## config.mk

```make
export PLATFORM = sky130hd
export DESIGN_NAME = mem_access_arbiter
export DESIGN_NICKNAME = d
export VERILOG_FILES = /design/src/rtl/mem_access_arbiter_pkg.sv /design/src/rtl/mem_access_arbiter_watchdog.sv /design/src/rtl/mem_access_arbiter.sv
export SDC_FILE = /design/constraint.sdc
export NUM_CORES = 1
export LEC_CHECK = 0
export CAP_MARGIN = 5
export CORE_MARGIN = 3
export CORE_UTILIZATION = 40
export CTS_CLUSTER_SIZE = 14
export DETAILED_ROUTE_END_ITERATION = 8
export PLACE_DENSITY = 0.84
export SLEW_MARGIN = 20
export SYNTH_ARGS = -nofsm -noshare
export SYNTH_HDL_FRONTEND = slang
export SYNTH_SLANG_ARGS = --single-unit
```

## constraint.sdc

```tcl
create_clock -name clk -period 3.4 [get_ports clk]
set_input_delay 0.34 -clock clk [delete_from_list [all_inputs] [get_ports clk]]
set_output_delay 0.34 -clock clk [all_outputs]
set_load 0.01 [all_outputs]
```

## src/rtl/mem_access_arbiter_pkg.sv

```systemverilog
// mem_access_arbiter_pkg
//   Shared types and constants for the memory access arbiter.
//   - CUtoME_IF / MEtoCU_IF : core-to-memory request and memory-to-core response
//   - ArbStateType          : arbiter FSM states
//   - ArbOwnerType          : which requester owns the current transaction
//   - DEFAULT_TIMEOUT_CYCLES, DEFAULT_ERR_DATA : parameter defaults
//   - wd_width()            : watchdog counter width (never zero)
package mem_access_arbiter_pkg;

    localparam int unsigned DEFAULT_TIMEOUT_CYCLES = 256;
    localparam logic [31:0] DEFAULT_ERR_DATA       = 32'hDEAD_BEEF;

    // me_x is encoded as zero so a reset request register reads as "no operation".
    typedef enum logic [1:0] {
        me_x  = 2'd0,
        me_rd = 2'd1,
        me_wr = 2'd2
    } MemFuncType;

    typedef enum logic [2:0] {
        mt_x  = 3'd0,
        mt_b  = 3'd1,
        mt_h  = 3'd2,
        mt_w  = 3'd3,
        mt_bu = 3'd4,
        mt_hu = 3'd5
    } MemMaskType;

    typedef struct packed {
        logic [31:0] addr;
        logic [31:0] data;
        MemFuncType  req;
        MemMaskType  mask;
    } CUtoME_IF;

    typedef struct packed {
        logic [31:0] loadeddata;
    } MEtoCU_IF;

    typedef enum logic [1:0] {
        ARB_IDLE  = 2'd0,
        ARB_ISSUE = 2'd1,
        ARB_WAIT  = 2'd2,
        ARB_RESP  = 2'd3
    } ArbStateType;

    typedef enum logic {
        GNT_IF = 1'b0,
        GNT_DM = 1'b1
    } ArbOwnerType;

    // Counter width able to hold TIMEOUT_CYCLES; a disabled watchdog still
    // gets a 1-bit counter so no zero-width vectors appear.
    function automatic int unsigned wd_width(input int unsigned timeout);
        return (timeout == 0) ? 1 : $clog2(timeout + 1);
    endfunction

endpackage

```

## src/rtl/mem_access_arbiter_watchdog.sv

```systemverilog
// mem_arb_watchdog
//   Counts the cycles a memory request has been outstanding and flags expiry.
//   Ports:
//     clk, rst  : clock, synchronous active-high reset
//     clear     : pulse in the cycle the memory accepts the request
//     enable    : high while waiting for the memory response
//     expired   : asserted (only while enabled) in the last waiting cycle, so
//                 the forced response lands TIMEOUT_CYCLES cycles after the
//                 memory accepted the request
//   TIMEOUT_CYCLES = 0 disables the watchdog (expired stays low).
module mem_arb_watchdog
    import mem_access_arbiter_pkg::*;
#(
    parameter int unsigned TIMEOUT_CYCLES = DEFAULT_TIMEOUT_CYCLES
) (
    input  logic clk,
    input  logic rst,
    input  logic clear,
    input  logic enable,
    output logic expired
);

    localparam int unsigned     CNT_W = wd_width(TIMEOUT_CYCLES);
    localparam bit              WD_ON = (TIMEOUT_CYCLES != 0);
    localparam logic [CNT_W-1:0] SAT  = CNT_W'(TIMEOUT_CYCLES);
    localparam logic [CNT_W-1:0] FIRE = WD_ON ? CNT_W'(TIMEOUT_CYCLES - 1) : '0;

    logic [CNT_W-1:0] count_q;
    logic [CNT_W-1:0] count_d;

    // The counter holds "cycles elapsed since the memory accepted": the accept
    // cycle itself counts as the first, hence the load of 1 on clear.
    // It saturates at TIMEOUT_CYCLES and never wraps.
    always_comb begin
        count_d = count_q;
        if (clear) begin
            count_d = CNT_W'(1);
        end else if (enable && (count_q != SAT)) begin
            count_d = count_q + CNT_W'(1);
        end
    end

    always_ff @(posedge clk) begin
        if (rst) begin
            count_q <= '0;
        end else begin
            count_q <= count_d;
        end
    end

    assign expired = WD_ON && enable && (count_q >= FIRE);

endmodule

```

## src/rtl/mem_access_arbiter.sv

```systemverilog
// mem_access_arbiter
//   Shares one memory port between instruction fetch (if_*) and data
//   load/store (dm_*). Round-robin grant, one outstanding transaction.
//   Ports:
//     clk, rst                       : clock, synchronous active-high reset
//     if_req_valid/ready, if_req     : fetch request handshake
//     if_resp_valid, if_resp, if_resp_err : one-cycle fetch response
//     dm_req_valid/ready, dm_req     : data request handshake
//     dm_resp_valid, dm_resp, dm_resp_err : one-cycle data response
//     me_req_valid/ready, me_req     : request to memory
//     me_resp_valid, me_resp         : response pulse from memory
//     dbg_state                      : current FSM state
//   Handshake: a request transfers on the rising edge where valid && ready are
//   both high; a source holds valid and payload stable until that edge, and
//   ready never depends on anything but valid and internal state.
//   FSM: ARB_IDLE -> ARB_ISSUE -> ARB_WAIT -> ARB_RESP -> ARB_IDLE, with
//   ARB_IDLE -> ARB_RESP directly for an me_x request (error, memory skipped).
module mem_access_arbiter
    import mem_access_arbiter_pkg::*;
#(
    parameter int unsigned TIMEOUT_CYCLES = DEFAULT_TIMEOUT_CYCLES,
    parameter logic [31:0] ERR_DATA       = DEFAULT_ERR_DATA
) (
    input  logic        clk,
    input  logic        rst,
    input  logic        if_req_valid,
    output logic        if_req_ready,
    input  CUtoME_IF    if_req,
    output logic        if_resp_valid,
    output MEtoCU_IF    if_resp,
    output logic        if_resp_err,
    input  logic        dm_req_valid,
    output logic        dm_req_ready,
    input  CUtoME_IF    dm_req,
    output logic        dm_resp_valid,
    output MEtoCU_IF    dm_resp,
    output logic        dm_resp_err,
    output logic        me_req_valid,
    input  logic        me_req_ready,
    output CUtoME_IF    me_req,
    input  logic        me_resp_valid,
    input  MEtoCU_IF    me_resp,
    output ArbStateType dbg_state
);

    ArbStateType state_q, state_d;
    ArbOwnerType last_grant_q, last_grant_d;
    ArbOwnerType owner_q, owner_d;
    logic        err_q, err_d;
    CUtoME_IF    req_q, req_d;
    MEtoCU_IF    resp_q, resp_d;

    logic        grant_if;
    logic        grant_dm;
    CUtoME_IF    sel_req;
    logic        wd_clear;
    logic        wd_enable;
    logic        wd_expired;

    // With both requesters valid, the one that did not win last time wins now.
    assign grant_if = if_req_valid && (!dm_req_valid || (last_grant_q == GNT_DM));
    assign grant_dm = dm_req_valid && (!if_req_valid || (last_grant_q == GNT_IF));

    assign wd_clear  = (state_q == ARB_ISSUE) && me_req_ready;
    assign wd_enable = (state_q == ARB_WAIT);

    mem_arb_watchdog #(
        .TIMEOUT_CYCLES (TIMEOUT_CYCLES)
    ) u_watchdog (
        .clk     (clk),
        .rst     (rst),
        .clear   (wd_clear),
        .enable  (wd_enable),
        .expired (wd_expired)
    );

    // State register (FSM plus the transaction registers it owns).
    always_ff @(posedge clk) begin
        if (rst) begin
            state_q      <= ARB_IDLE;
            last_grant_q <= GNT_DM;
            owner_q      <= GNT_IF;
            err_q        <= 1'b0;
            req_q        <= '0;
            resp_q       <= '0;
        end else begin
            state_q      <= state_d;
            last_grant_q <= last_grant_d;
            owner_q      <= owner_d;
            err_q        <= err_d;
            req_q        <= req_d;
            resp_q       <= resp_d;
        end
    end

    // Next-state logic.
    always_comb begin
        state_d      = state_q;
        last_grant_d = last_grant_q;
        owner_d      = owner_q;
        err_d        = err_q;
        req_d        = req_q;
        resp_d       = resp_q;
        sel_req      = grant_if ? if_req : dm_req;

        case (state_q)
            ARB_IDLE: begin
                if (grant_if || grant_dm) begin
                    owner_d      = grant_if ? GNT_IF : GNT_DM;
                    last_grant_d = grant_if ? GNT_IF : GNT_DM;
                    req_d        = sel_req;
                    if (sel_req.req == me_x) begin
                        state_d           = ARB_RESP;
                        err_d             = 1'b1;
                        resp_d.loadeddata = ERR_DATA;
                    end else begin
                        state_d = ARB_ISSUE;
                        err_d   = 1'b0;
                    end
                end
            end
            ARB_ISSUE: begin
                if (me_req_ready) begin
                    state_d = ARB_WAIT;
                end
            end
            ARB_WAIT: begin
                // A real response wins over a watchdog expiry in the same cycle.
                if (me_resp_valid) begin
                    state_d = ARB_RESP;
                    err_d   = 1'b0;
                    resp_d  = me_resp;
                end else if (wd_expired) begin
                    state_d           = ARB_RESP;
                    err_d             = 1'b1;
                    resp_d.loadeddata = ERR_DATA;
                end
            end
            ARB_RESP: begin
                state_d = ARB_IDLE;
            end
            default: begin
                state_d = ARB_IDLE;
            end
        endcase
    end

    // Output logic.
    always_comb begin
        if_req_ready  = (state_q == ARB_IDLE) && grant_if;
        dm_req_ready  = (state_q == ARB_IDLE) && grant_dm;
        me_req_valid  = (state_q == ARB_ISSUE);
        me_req        = req_q;
        if_resp_valid = (state_q == ARB_RESP) && (owner_q == GNT_IF);
        dm_resp_valid = (state_q == ARB_RESP) && (owner_q == GNT_DM);
        if_resp_err   = if_resp_valid && err_q;
        dm_resp_err   = dm_resp_valid && err_q;
        if_resp       = resp_q;
        dm_resp       = resp_q;
        dbg_state     = state_q;
    end

endmodule

```

==> impl_metrics.py <==
metrics = {
    "timing": {
        "fin_crit_ns": 2.45,
        "finalMaxSlewViolations": 0,
        "hold_viol_final": 0,
        "fin_crit_sh": 0.719,
        "slew_headroom": 0.409,
        "worst_clock_skew_ns": 0.00911,
        "rsz0062_at_grt": "no",
        "setup_viol": 0,
        "fin_tns_setup_ns": 0,
        "worst_slew_pin_slew_ns": 0.884,
        "max_freq_ghz": 0.409,
    },
    "synthesis": {
        "ys_ff_latch": 115,
        "synthAdderAreaFrac": 0.0182,
        "synthArstFlopShare": 0,
        "ys.flop_type": "dfxtp_1",
        "synth_edf_count": 0,
        "yosys_warnings": 0,
        "synth.avg_cell_area_um2": 9.18,
        "synth-simple-area-share": 0.131,
        "synth_xor_area_frac": 0.0112,
        "synth_mux_area_frac": 0.128,
        "netlist_area_um2": 5490,
        "synth_cell_type_count": 40,
        "ys_seq_area_frac": 0.419,
        "synth-compound-area-share": 0.201,
        "syn-num-nets": 782,
        "synth_cells": 598,
        "synth_top_family_by_area": "compound AO/OA/AOI/OAI gates",
    },
    "grt": {
        "grt_antenna_before_repair": 0,
        "met1_usage": 0.249,
        "use_met3": 0.0695,
        "grt_use_total": 0.212,
        "grt-ovfl-total": 0,
        "grt_max_degree": 139,
        "met2_usage": 0.363,
        "top_usage_layer": "met2",
        "grt_first_pass_wirelength_um": 25100,
        "grt_pass1_vias": 4839,
    },
    "cts": {
        "cts_buffers": 17,
        "htree_levels": 4,
        "clk_pin_slew_ns": 0.05,
        "clockRootBuffer": "clkbuf_16",
        "cts_resized": 0,
        "cts_hold_buf": 0,
        "insertion_delay_ns": 0.40,
        "cts_tree": "built",
        "postCtsSetupRepairBufs": 0,
        "cts_buffer_depth": 2,
        "clock-sinks": 115,
    },
    "finish": {
        "instances_no_fill": 1044,
        "nFillCells": 1053,
        "areaGrowthSynthToFinish_pct": 66.6,
        "fin_nets": 1040,
        "regArea_um2": 2300,
        "drive_above_1_share": 0.0760,
        "layout_common_cells": "clkdlybuf4s50_1, dfxtp_1, nor2_1",
        "layout_commonest_cell": "clkdlybuf4s50_1",
        "num_antenna_cells": 0,
        "multi_input_area_um2": 2700,
    },
    "worst_setup_path": {
        "path_cells": "ha_1 > and4_1 > ha_1 > or4b_1 > a21oi_2 > or2_2 > nor2_8 > a211oi_1",
        "regToRegEndpoint": "dm_resp[28]",
        "critPathMaxFanout": 24,
        "cpPeakStageDelay_ns": 0.51,
        "slowest_stage": "or4b_1",
        "critPathLaunch": "u_watchdog.count_q[0]",
        "r2r-start": "u_watchdog.count_q[0]",
        "path_depth": 8,
        "worst-path-buf-inv": 0,
        "worstSetupPathType": "reg -> reg",
        "r2r_slack_ns": 0.95,
        "cp-endpoint": "dm_resp[28]",
        "cp_top_family": "simple AND/OR/NAND/NOR gates",
        "start_kind": "flip-flop",
        "cp.required_ns": 3.72,
        "cp_common_cell": "ha_1",
        "cp.arrival_ns": 2.76,
        "rr_worst_depth": 8,
        "crit_path_end_kind": "flip-flop",
    },
    "pwr": {
        "fin_total_pwr_mw": 7.84,
        "vdd_drop_max_v": 0.000490,
        "leakage_nw": 3.54,
        "powerDensity_nw_per_um2": 856,
    },
    "floorplanning": {
        "die_y_um": 123,
        "core_um2": 13300,
        "row_count": 42,
        "ios": 318,
        "initial_core_util": 0.411,
        "dieArea_um2": 15200,
        "die_x_um": 123,
    },
    "detailed_routing": {
        "drt-vias-per-instance": 4.98,
        "routedWlPerCell_um": 16.0,
        "first_pass_iters": 4,
        "antenna_left": 0,
        "wl_um": 16700,
        "drt_iter0_drc": 212,
        "vias": 5199,
        "route.detailed.drc": 0,
    },
    "run": {
        "cap_viol_max_count": 0,
    },
    "placed_design": {
        "io_buffers": 317,
        "dp_cells": 1013,
        "gp_congestion": 0.783,
        "dp_hpwl_um": 12500,
    },
    "status": {
        "outcome": "completed",
    },
    "hold_path": {
        "min_path_type": "in -> reg",
    },
}
## stage by stage
step                      utilization  setup slack (ns)  hold slack, ns  cell area [um2]
final                           0.686             0.954           0.455             9150
after global routing            0.686             0.782           0.494             9150
after CTS                       0.686             0.954           0.437             9150
after detailed placement        0.636             0.790           0.469             8490
after global placement          0.636             0.821           0.473             8490
after floorplan                     -              1.17           0.436             5490
## synthesized netlist by cell type, types with 6 or more instances
cell type	instances	share of area
a211oi_1	75	0.10
xor2_1	6	0.0096
buf_2	13	0.012
dfxtp_1	115	0.42
ha_1	8	0.018
a21oi_1	39	0.036
clkbuf_1	32	0.022
mux2i_1	70	0.13
and3_1	11	0.013
nor2_1	107	0.073
o21ai_0	8	0.0073
nand2_1	8	0.0055
a211oi_2	20	0.046
inv_1	8	0.0055
nand3_1	11	0.010
buf_4	32	0.044
## cells by family after synthesis
group,after synthesis
and+or+nand+nor,157
buffers and inverters,92
adders and majority gates,8
xor gates and xnor gates,7
muxes,70
DFF,115
AOI/OAI and AO/OA,149
## worst min path at each step
stage	cells after the start	slack (ns)	end	start
floorplan	2	0.44	err_q	err_q
global placement	2	0.47	err_q	err_q
detailed placement	2	0.47	err_q	err_q
CTS	2	0.44	u_watchdog.count_q[0]	rst
global route	2	0.49	u_watchdog.count_q[0]	rst
finish	2	0.45	u_watchdog.count_q[0]	rst
## per-layer routing
metal,share of wire,vias to the layer above
li1,-,2636
met1,0.39,2331
met2,0.51,210
met3,0.086,22
met4,0.017,0
met5,0,-
## cell type report
type,instances,area share
Tap cell,176,0.0241
Timing Repair Buffer,322,0.353
Clock buffer,22,0.0529
Clock inverter,9,0.0191
Inverter,9,0.00369
Multi-Input combinational cell,391,0.295
Sequential cell,115,0.252
## power breakdown
part	internal (mW)	leakage [nW]	total (mW)	switching, mW
Clock	1.37	0.318	1.98	0.608
Combinational	1.87	2.28	3.67	1.80
Sequential	1.85	0.951	2.19	0.331
Total	5.10	3.54	7.84	2.74
## flip-flops by register name (all words and copies together), names as in the netlist
register,count
u_watchdog.count_q,9
owner_q,1
me_req,69
dm_resp,32
dbg_state,2
err_q,1
last_grant_q,1
(Power assumes the default switching activity.)
